`config.mk`:
```
export PLATFORM = sky130hd
export DESIGN_NAME = jump_target_packer
export DESIGN_NICKNAME = d
export VERILOG_FILES = /design/src/rtl/jump_target_packer.sv
export SDC_FILE = /design/constraint.sdc
export NUM_CORES = 1
export LEC_CHECK = 0
export CAP_MARGIN = 20
export CORE_ASPECT_RATIO = 2
export CORE_MARGIN = 3
export CORE_UTILIZATION = 49
export CTS_CLUSTER_DIAMETER = 40
export DETAILED_ROUTE_END_ITERATION = 8
export PLACE_DENSITY = 0.86
export RECOVER_POWER = 100
export SLEW_MARGIN = 20
export SYNTH_ARGS = -nofsm -noshare
export SYNTH_HDL_FRONTEND = slang
export SYNTH_SLANG_ARGS = --single-unit
```
`constraint.sdc`:
```
create_clock -name clk -period 3.7 [get_ports clk]
set_clock_uncertainty 0.1 [all_clocks]
set_input_delay 0.37 -clock clk [delete_from_list [all_inputs] [get_ports clk]]
set_output_delay 0.37 -clock clk [all_outputs]
set_load 0.03 [all_outputs]
```
`src/rtl/jump_target_packer.sv`:
```
// Multi-cycle J/JAL encoder: shifts a byte address into a 26-bit instr_index one bit per cycle.
// Optional `JUMP_REGION_CHECK_EN` enables the 256 MB region check (err_region); otherwise err_region is 0.
module jump_target_packer (
  input  logic        clk,
  input  logic        reset_n,
  input  logic        in_valid,
  output logic        in_ready,
  input  logic [31:0] target_addr,
  input  logic [31:0] pc_plus4,
  input  logic [1:0]  shift_amt,
  input  logic        link,
  output logic        out_valid,
  input  logic        out_ready,
  output logic [31:0] instr_word,
  output logic        err_align,
  output logic        err_region,
  output logic        busy
);

  typedef enum logic [1:0] {IDLE, SHIFT, CHECK, OUT} state_t;

  state_t      r_state;
  state_t      w_state_nxt;
  logic [31:0] r_work;
  logic [1:0]  r_cnt;
  logic        r_sticky;
  logic        r_link;
  logic [31:0] r_instr;
  logic        r_err_align;
  logic        r_err_region;
  logic        r_out_valid;
  logic        w_region_mis;
  logic [5:0]  w_opcode;
  logic        w_accept;

  assign w_accept = (r_state == IDLE) && in_valid;
  assign w_opcode = {5'b00001, r_link};

`ifdef JUMP_REGION_CHECK_EN
  // Target's top nibble is captured separately because r_work loses it while shifting.
  logic [3:0] r_pc_hi;
  logic [3:0] r_tgt_hi;

  always_ff @(posedge clk) begin
    if (!reset_n) begin
      r_pc_hi  <= 4'd0;
      r_tgt_hi <= 4'd0;
    end else if (w_accept) begin
      r_pc_hi  <= pc_plus4[31:28];
      r_tgt_hi <= target_addr[31:28];
    end
  end

  assign w_region_mis = (r_tgt_hi != r_pc_hi);
`else
  logic w_unused_pc;
  assign w_unused_pc  = ^pc_plus4;
  assign w_region_mis = 1'b0;
`endif

  always_ff @(posedge clk) begin
    if (!reset_n) r_state <= IDLE;
    else          r_state <= w_state_nxt;
  end

  always_comb begin
    w_state_nxt = r_state;
    case (r_state)
      IDLE:    if (in_valid) w_state_nxt = (shift_amt != 2'd0) ? SHIFT : CHECK;
      SHIFT:   if (r_cnt == 2'd1) w_state_nxt = CHECK;
      CHECK:   w_state_nxt = OUT;
      OUT:     if (out_ready) w_state_nxt = IDLE;
      default: w_state_nxt = IDLE;
    endcase
  end

  always_ff @(posedge clk) begin
    if (!reset_n) begin
      r_work       <= 32'd0;
      r_cnt        <= 2'd0;
      r_sticky     <= 1'b0;
      r_link       <= 1'b0;
      r_instr      <= 32'd0;
      r_err_align  <= 1'b0;
      r_err_region <= 1'b0;
      r_out_valid  <= 1'b0;
    end else begin
      case (r_state)
        IDLE: if (in_valid) begin
          r_work   <= target_addr;
          r_cnt    <= shift_amt;
          r_link   <= link;
          r_sticky <= 1'b0;
        end
        SHIFT: begin
          r_work   <= {1'b0, r_work[31:1]};
          r_sticky <= r_sticky | r_work[0];
          r_cnt    <= r_cnt - 2'd1;
        end
        CHECK: begin
          r_instr      <= {w_opcode, r_work[25:0]};
          r_err_align  <= r_sticky;
          r_err_region <= w_region_mis;
          r_out_valid  <= 1'b1;
        end
        OUT: if (out_ready) r_out_valid <= 1'b0;
        default: ;
      endcase
    end
  end

  assign in_ready   = (r_state == IDLE);
  assign busy       = (r_state != IDLE);
  assign out_valid  = r_out_valid;
  assign instr_word = r_instr;
  assign err_align  = r_err_align;
  assign err_region = r_err_region;

endmodule
```
==> reports/metrics.cfg, run 1 <==
[outcome]
status=finished, violations left
failed_checks=capacitance limit, slew limit

[setup_path]
max_stage_delay_ns=1.18
worstPathMaxFanout=67
cp.required_ns=3.83
cp.buffers_inverters=1
crit_slowest_cell=mux2_2
worstSetupStartpointType=flip-flop
crit_family=multiplexers
worstSetupPathType=reg2reg
end_kind=flip-flop
path_cells=inv_1 -> ha_1 -> mux2_2 -> a21oi_1 -> a311oi_2
arrival_ns=2.78

[finish]
final_area_mm2=0.00393
antennaDiodeCount=0
nNetsFinal=430
multiInputGateArea_mm2=0.00145
n_fill_cell=491
synthToLayoutAreaGrowth_pct=26.6
drive_above_1_share=0.106
regArea_mm2=0.00136

[placement]
placed_area_mm2=0.00374
gp_congestion=0.786
io_buffers=70
place_hpwl_um=4300

[clocking]
cts_buffer_depth=2
ctsResizeCount=0
post-cts-setup-buffers=0
hold_buffers=0
cts_sinks=68
h-tree-depth=3
clkSlewWorstSetupHoldPaths_ns=0.05
cts_buffers=9
root_buffer=clkbuf_16
insertion_delay_ns=0.32
cts_tree=built

[floorplanning]
num_rows=40
die_x_um=62.3
start_util=0.513
die_h_um=119
design.die.area_mm2=0.00739
ios=108
coreArea_mm2=0.00606

[synth]
netlist_top_cells_area=dfxtp_1, mux2i_1, a211oi_2
yosysWarnings=0
synthCells=292
yosys.area.top_type_share=0.438
async_reset_ff_frac=0
synth_edf_count=0
ys_seq_area_frac=0.438
ys_top_cells_by_count=dfxtp_1, nor2_1, mux2i_1
avgSynthCellArea_um2=10.6
yosysUniqueCellTypes=30
synth.most_common_cell=dfxtp_1
syn_area_mm2=0.00311
synth_area_leader_cell=dfxtp_1
synth_ff_type=dfxtp_1
ys_seq_elements=68

[sta]
hold_violations=0
rsz0062_at_grt=false
setup_viol=0
slew-limit-headroom=-0.263
slew_viol_final=32
worst_pin_slew_ns=1.89
fmax_mhz=377
post-route-period-util=0.717
fin_crit_ns=2.65
finalSetupTns_ns=0

[routing]
drtPass1Iterations=4
ant_nets=0
drtIter0Drc=91
wire_per_inst_um=14.5
finalWirelength_um=6390
drc=0
vias=2258
via_per_inst=5.12

[grt]
grt_pass1_wl_um=10700
grt_pass1_vias=2254
antenna_found_initial=0
grt_usage=0.182
grt_max_degree=68
overflow=0

[power_and_ir_drop]
leakagePower_nw=1.54
power_per_cell_area_mw_per_mm2=781
peakVddDrop_mv=0.687

[run]
max-cap-violations=1

[worst_hold_path]
holdCritPathClass=reg2reg

cells by family after synthesis:
| group | count (synthesis) | share of synthesized area |
|---|---|---|
| and+or+nand+nor | 78 | 0.102 |
| DFF | 68 | 0.438 |
| muxes | 62 | 0.201 |
| AOI/OAI and AO/OA | 43 | 0.156 |
| buffers and inverters | 34 | 0.0770 |
| adders and majority gates | 6 | 0.0242 |
| other | 1 | 0.00121 |
report_power, final:
part           internal, W  total, W  leakage, nW  switching [W]
Sequential        0.000941   0.00108        0.557       0.000139
Clock             0.000483  0.000765        0.135       0.000281
Combinational     0.000525   0.00123        0.848       0.000703
registers in the layout (all words and copies together) (netlist names):
register	flops
r_work	32
instr_word	28
r_cnt	2
r_state	2
err_align	1
out_valid	1
r_link	1
r_sticky	1
layout make-up:
cell class,count,area share
flip-flops and latches,68,0.346
clock inverters,2,0.00255
inverters,7,0.00668
clock buffers,13,0.0662
multi-input cells,194,0.369
repair buffers,73,0.183
well taps,84,0.0267
cell usage in the layout (no fill, tap or decap), types with 3 or more instances in the layout:
master / instances
a21oi_1: 5
a211oi_2: 19
clkdlybuf4s50_1: 37
clkbuf_16: 9
nand2b_1: 5
inv_1: 7
nand2_1: 4
dlygate4sd3_1: 33
dfxtp_1: 68
mux2i_1: 61
clkbuf_1: 3
conb_1: 5
ha_1: 5
nor2_1: 64
a211oi_1: 14
worst paths after layout:
kind               to  cells after the start        from  slack (ns)
min            r_link                      2      r_link        0.36
max          r_cnt[0]                      5  r_state[0]        1.05
min reg2reg    r_link                      2      r_link        0.36
max reg2reg  r_cnt[0]                      5  r_state[0]        1.05
worst register-to-register path, stage by stage, from the launching register on:
cell and delay, ns:
dfxtp_1 0.42, inv_1 0.09, ha_1 0.30, mux2_2 1.18
a21oi_1 0.19, a311oi_2 0.28
layer usage:
metal  share of wire  track usage  wire length, µm
met5               0            0                0
met4           0.028       0.0941              177
met3           0.032       0.0390              203
met2            0.55        0.335             3500
met1            0.39        0.189             2510
metrics by stage:
stage	setup slack (ns)	hold slack (ns)	cells	util	power, W
final	1.05	0.361	441	0.649	0.00307
after global routing	0.779	0.380	441	0.649	0.00326
after CTS	1.29	0.364	441	0.662	0.00318
after detailed placement	1.48	0.358	426	0.618	0.00240
after global placement	1.53	0.354	426	0.618	0.00235
after floorplan	1.86	0.336	296	-	0.00219
(Power assumes the default switching activity.)
==> run 2: changes to the inputs <==
--- a/config.mk
+++ b/config.mk
@@ -8,10 +8,10 @@
 export CAP_MARGIN = 20
 export CORE_ASPECT_RATIO = 2
 export CORE_MARGIN = 3
-export CORE_UTILIZATION = 49
+export CORE_UTILIZATION = 41
 export CTS_CLUSTER_DIAMETER = 40
 export DETAILED_ROUTE_END_ITERATION = 8
-export PLACE_DENSITY = 0.86
+export PLACE_DENSITY = 0.77
 export RECOVER_POWER = 100
 export SLEW_MARGIN = 20
 export SYNTH_ARGS = -nofsm -noshare
==> constraint.sdc (replaced) <==
create_clock -name clk -period 2.2 [get_ports clk]
set_clock_uncertainty 0.1 [all_clocks]
set_input_delay 0.22 -clock clk [delete_from_list [all_inputs] [get_ports clk]]
set_output_delay 0.22 -clock clk [all_outputs]
set_load 0.03 [all_outputs]
==> run 2 against run 1 <==
The run now ends clean. Die area increased by 18%. Core utilization decreased by 9.8 points. Via count decreased by 0.84%. Global-route usage decreased by 2.0 points. Non-clock buffer count increased by 2. Register-to-register slack got worse by 0.83 ns. Count of clock-buffer cells in the layout decreased by 1. Sequential share of layout area decreased by 0.89 points. Sequential power increased by 68%. Highest routed layer unchanged.
==> reports/metrics.cfg, run 2 (synthesis gave the netlist of run 1 again) <==
[sta]
fmax_mhz=497
setup_viol=0
timing.hold.ws_ns=0.360
worst_pin_slew_ns=0.562
rsz0062_at_grt=false
slew-limit-headroom=0.625
post-route-period-util=0.915
slew_viol_final=0
finalSetupTns_ns=0
fin_crit_ns=2.01
hold_violations=0

[finish]
drive_above_1_share=0.131
n_fill_cell=665
final_cell_mix=dfxtp_1, nor2_1, mux2i_1, clkdlybuf4s50_1, dlygate4sd3_1
final_cells=452
largest_register=r_work
largest_register_ffs=32
regArea_mm2=0.00136
multiInputGateArea_mm2=0.00149
antennaDiodeCount=0
synthToLayoutAreaGrowth_pct=30.0
nNetsFinal=432
mostFrequentLayoutCell=dfxtp_1
final_util=0.551

[clocking]
root_buffer=clkbuf_16
cts_buffers=9
cts_sinks=68
post-cts-setup-buffers=0
insertion_delay_ns=0.33
cts_buffer_depth=2
clkSlewWorstSetupHoldPaths_ns=0.06
cts_tree=built
hold_buffers=0
h-tree-depth=3

[placement]
gp_congestion=0.711
place_inst=436
io_buffers=70
place_hpwl_um=4260

[routing]
wire_per_inst_um=13.9
drtPass1Iterations=4
via_per_inst=4.95
vias=2239
drc=0
finalWirelength_um=6300
drtIter0Drc=104
ant_nets=0

[setup_path]
max_stage_delay_ns=0.43
arrival_ns=1.69
crit_slowest_cell=dlygate4sd2_1
cp.buffers_inverters=3
path_cells=inv_1 -> ha_1 -> clkbuf_1 -> dlygate4sd2_1
worstSetupStartpointType=flip-flop
cp.required_ns=1.88
worstPathMaxFanout=5
crit_family=buffers and inverters
worstSetupPathType=reg2out
end_kind=output port

[grt]
grt_usage=0.162
antenna_found_initial=0
overflow=0
grt_max_degree=68
grt_pass1_vias=2235
grt_pass1_wl_um=10600

[power_and_ir_drop]
leakagePower_nw=1.58
power_per_cell_area_mw_per_mm2=1320
peakVddDrop_mv=1.08
pwr-share-seq=0.341
intPower_w=0.00340
combPwrFrac=0.391
power.switching_w=0.00192
p_sw_frac=0.361
clock_power_share=0.269

[floorplanning]
ios=108
coreArea_mm2=0.00732
die_x_um=67.5
num_rows=44
design.die.area_mm2=0.00872
start_util=0.424
die_h_um=129

[worst_hold_path]
holdCritPathClass=in2reg

[run]
max-cap-violations=0

[outcome]
status=completed

-- run 2: cell types whose count changed in the layout (fill, tap and decap cells not counted), sizes merged --
cell / previous run / this run
buf: 2 / 3
bufinv: 0 / 1
clkdlybuf4s50: 37 / 38
clkinvlp: 0 / 1
dlygate4sd2: 0 / 2
dlygate4sd3: 33 / 30
-- run 2: path summary, 6_finish.rpt --
| check | start | end | slack, ns | cells past startpoint |
|---|---|---|---|---|
| max | r_state[1] | in_ready | 0.19 | 4 |
| min | link | r_link | 0.36 | 3 |
| max reg2reg | r_state[0] | r_work[2] | 0.22 | 5 |
| min reg2reg | instr_word[27] | instr_word[27] | 0.37 | 2 |
-- run 2: cell type report --
cell class / count / area share
clock buffer: 12 / 0.0635
clock inverter: 4 / 0.0118
inverter: 7 / 0.00651
multi-input combinational: 194 / 0.368
sequential: 68 / 0.337
tap: 92 / 0.0285
timing repair buffer: 75 / 0.184
-- run 2: per-layer routing --
| layer | share of wire | GRT usage | vias up |
|---|---|---|---|
| met4 | 0.022 | 0.0754 | 0 |
| met3 | 0.038 | 0.0451 | 9 |
| met2 | 0.56 | 0.273 | 54 |
| met5 | 0 | 0 | - |
| met1 | 0.38 | 0.184 | 1047 |
| li1 | - | - | 1129 |
-- run 2: power groups by stage --
| stage | Clock (W) | Sequential [W] | Combinational [W] |
|---|---|---|---|
| detailed placement | 0 | 0.00184 | 0.00222 |
| floorplan | 0 | 0.00194 | 0.00173 |
| CTS | 0.00147 | 0.00182 | 0.00222 |
| finish | 0.00143 | 0.00181 | 0.00208 |
| global placement | 0 | 0.00183 | 0.00217 |
| global route | 0.00152 | 0.00186 | 0.00228 |
-- run 2: metrics by stage --
| stage | worst slack [ns] | area, µm² | power, W |
|---|---|---|---|
| after floorplan | 0.357 | 3120 | 0.00368 |
| after global placement | 0.149 | 3790 | 0.00400 |
| after detailed placement | 0.0644 | 3790 | 0.00407 |
| after CTS | 0.0249 | 4090 | 0.00552 |
| after global routing | 0.0982 | 4040 | 0.00567 |
| final | 0.186 | 4040 | 0.00532 |
-- run 2: worst reg2reg max path, delay by kind of cell, from the launching register on --
family,cells,cell delay [ns]
AOI/OAI and AO/OA,1,0.27
buffers and inverters,1,0.09
and+or+nand+nor,1,0.17
adders and majority gates,1,0.28
DFF,1,0.41
muxes,1,0.57
-- run 2: what timing repair did --
action / in CTS / in global routing
endpoints found under the setup margin: 2 / 34
resized for setup: 2 / 1
gates cloned: 0 / 0
==> run 3: changes to the inputs <==
--- a/config.mk
+++ b/config.mk
@@ -11,6 +11,7 @@
 export CORE_UTILIZATION = 41
 export CTS_CLUSTER_DIAMETER = 40
 export DETAILED_ROUTE_END_ITERATION = 8
+export MAX_ROUTING_LAYER = met4
 export PLACE_DENSITY = 0.77
 export RECOVER_POWER = 100
 export SLEW_MARGIN = 20
==> run 3 against run 2 <==
Combinational power about the same. Power hardly changed. Sequential power about the same. Final cell count unchanged. Via count grew 0.67%. Design area is the same. Global-route usage is 0.45 points higher. Sequential share of layout area unchanged. Die area did not move. Non-clock buffer count is the same. Worst hold slack got worse by 0.0022 ns. Core utilization unchanged. Largest cell class unchanged. Largest power group unchanged. Highest routed layer unchanged.
==> reports/metrics.cfg, run 3 (synthesis gave the netlist of run 1 again) <==
[grt]
grt_pass1_vias=2239
grt_max_degree=68
antenna_found_initial=0
grt_pass1_wl_um=10600
grt_usage=0.167
overflow=0

[placement]
place_hpwl_um=4260
gp_congestion=0.719
place_inst=436
io_buffers=70
placed_area_mm2=0.00379

[clocking]
cts_buffer_depth=2
insertion_delay_ns=0.33
clkSlewWorstSetupHoldPaths_ns=0.05
root_buffer=clkbuf_16
post-cts-setup-buffers=0
cts_sinks=68
cts_buffers=9
h-tree-depth=3
cts_tree=built

[finish]
multiInputGateArea_mm2=0.00149
drive_above_1_share=0.131
nNetsFinal=432
mostFrequentLayoutCell=dfxtp_1
regArea_mm2=0.00136
synthToLayoutAreaGrowth_pct=30.0
largest_register_ffs=32
n_fill_cell=665
largest_register=r_work
antennaDiodeCount=0
final_cells=452
final_cell_mix=dfxtp_1, nor2_1, mux2i_1, clkdlybuf4s50_1, dlygate4sd3_1
final_area_mm2=0.00404

[power_and_ir_drop]
p_sw_frac=0.361
leakagePower_nw=1.58
combPwrFrac=0.391
peakVddDrop_mv=1.08
intPower_w=0.00340
clock_power_share=0.269
power.switching_w=0.00192
power_per_cell_area_mw_per_mm2=1320
pwr-share-seq=0.341

[sta]
post-route-period-util=0.916
fmax_mhz=496
fin_crit_ns=2.02
finalSetupTns_ns=0
slew-limit-headroom=0.628
hold_violations=0
rsz0062_at_grt=false
setup_viol=0
worst_pin_slew_ns=0.558
slew_viol_final=0

[floorplanning]
ios=108
coreArea_mm2=0.00732
start_util=0.424
design.die.area_mm2=0.00872
die_x_um=67.5
die_h_um=129
num_rows=44

[setup_path]
cp.required_ns=1.88
end_kind=output port
reg2reg_from=r_state[0]
r2r_cells=5
worstSetupPathType=reg2out
r2r_slack_ns=0.23
arrival_ns=1.70
worstPathMaxFanout=5
worstSetupStartpointType=flip-flop
regToRegEndpoint=r_work[2]

[routing]
ant_nets=0
drtIter0Drc=110
drtPass1Iterations=4
vias=2254
finalWirelength_um=6290
drc=0
via_per_inst=4.99
wire_per_inst_um=13.9

[worst_hold_path]
holdCritPathClass=in2reg
min_path_cells=3
hold_start=link
holdPathEnd=r_link

[outcome]
status=completed

[run]
max-cap-violations=0

==> run 3: layout make-up <==
| class | instances | share of cell area |
|---|---|---|
| clock buffer | 12 | 0.0635 |
| clock inverter | 4 | 0.0118 |
| inverter | 7 | 0.00651 |
| multi-input combinational | 194 | 0.368 |
| sequential | 68 | 0.337 |
| tap | 92 | 0.0285 |
| timing repair buffer | 75 | 0.184 |
==> run 3: layer usage <==
metal  global-route usage  share of wire
met2                0.273           0.56
met5                    -              0
met4               0.0754          0.023
met1                0.183           0.38
met3               0.0451          0.042
==> run 3: power groups by stage <==
stage | clock network, W | logic, W | registers [W]
6_report | 0.00143 | 0.00208 | 0.00181
5_1_grt | 0.00152 | 0.00228 | 0.00186
4_1_cts | 0.00147 | 0.00222 | 0.00182
3_5_place_dp | 0 | 0.00222 | 0.00184
3_3_place_gp | 0 | 0.00217 | 0.00183
2_1_floorplan | 0 | 0.00173 | 0.00194
==> run 3: repair_timing <==
action                     in CTS  in global routing
resized for setup               2                  1
pin swaps                       0                  0
setup endpoints to repair       2                 34
hold buffers                    0                  0
==> run 3: critical path, stage by stage, from the launching register on <==
cell           delay [ns]
dfxtp_1              0.34
inv_1                0.12
ha_1                 0.28
clkbuf_1             0.20
dlygate4sd2_1        0.43
==> run 3: how the worst max path moves through the flow <==
| stage | startpoint | depth (start not counted) | to | slack (ns) |
|---|---|---|---|---|
| after global routing | r_state[0] | 5 | r_cnt[0] | 0.1 |
| after floorplan | r_state[0] | 6 | r_work[16] | 0.36 |
| after CTS | r_state[0] | 5 | r_work[2] | 0.02 |
| after detailed placement | r_state[0] | 5 | r_cnt[0] | 0.06 |
| final | r_state[1] | 4 | in_ready | 0.18 |
| after global placement | r_state[0] | 5 | r_cnt[0] | 0.15 |
==> run 3: per-stage QoR <==
step	hold WS [ns]	total power [W]	setup slack [ns]	utilization
finish	0.358	0.00532	0.184	0.551
global route	0.388	0.00567	0.0981	0.551
CTS	0.348	0.00552	0.0249	0.559
detailed placement	0.366	0.00407	0.0644	0.518
global placement	0.359	0.00400	0.149	0.518
floorplan	0.267	0.00368	0.357	-
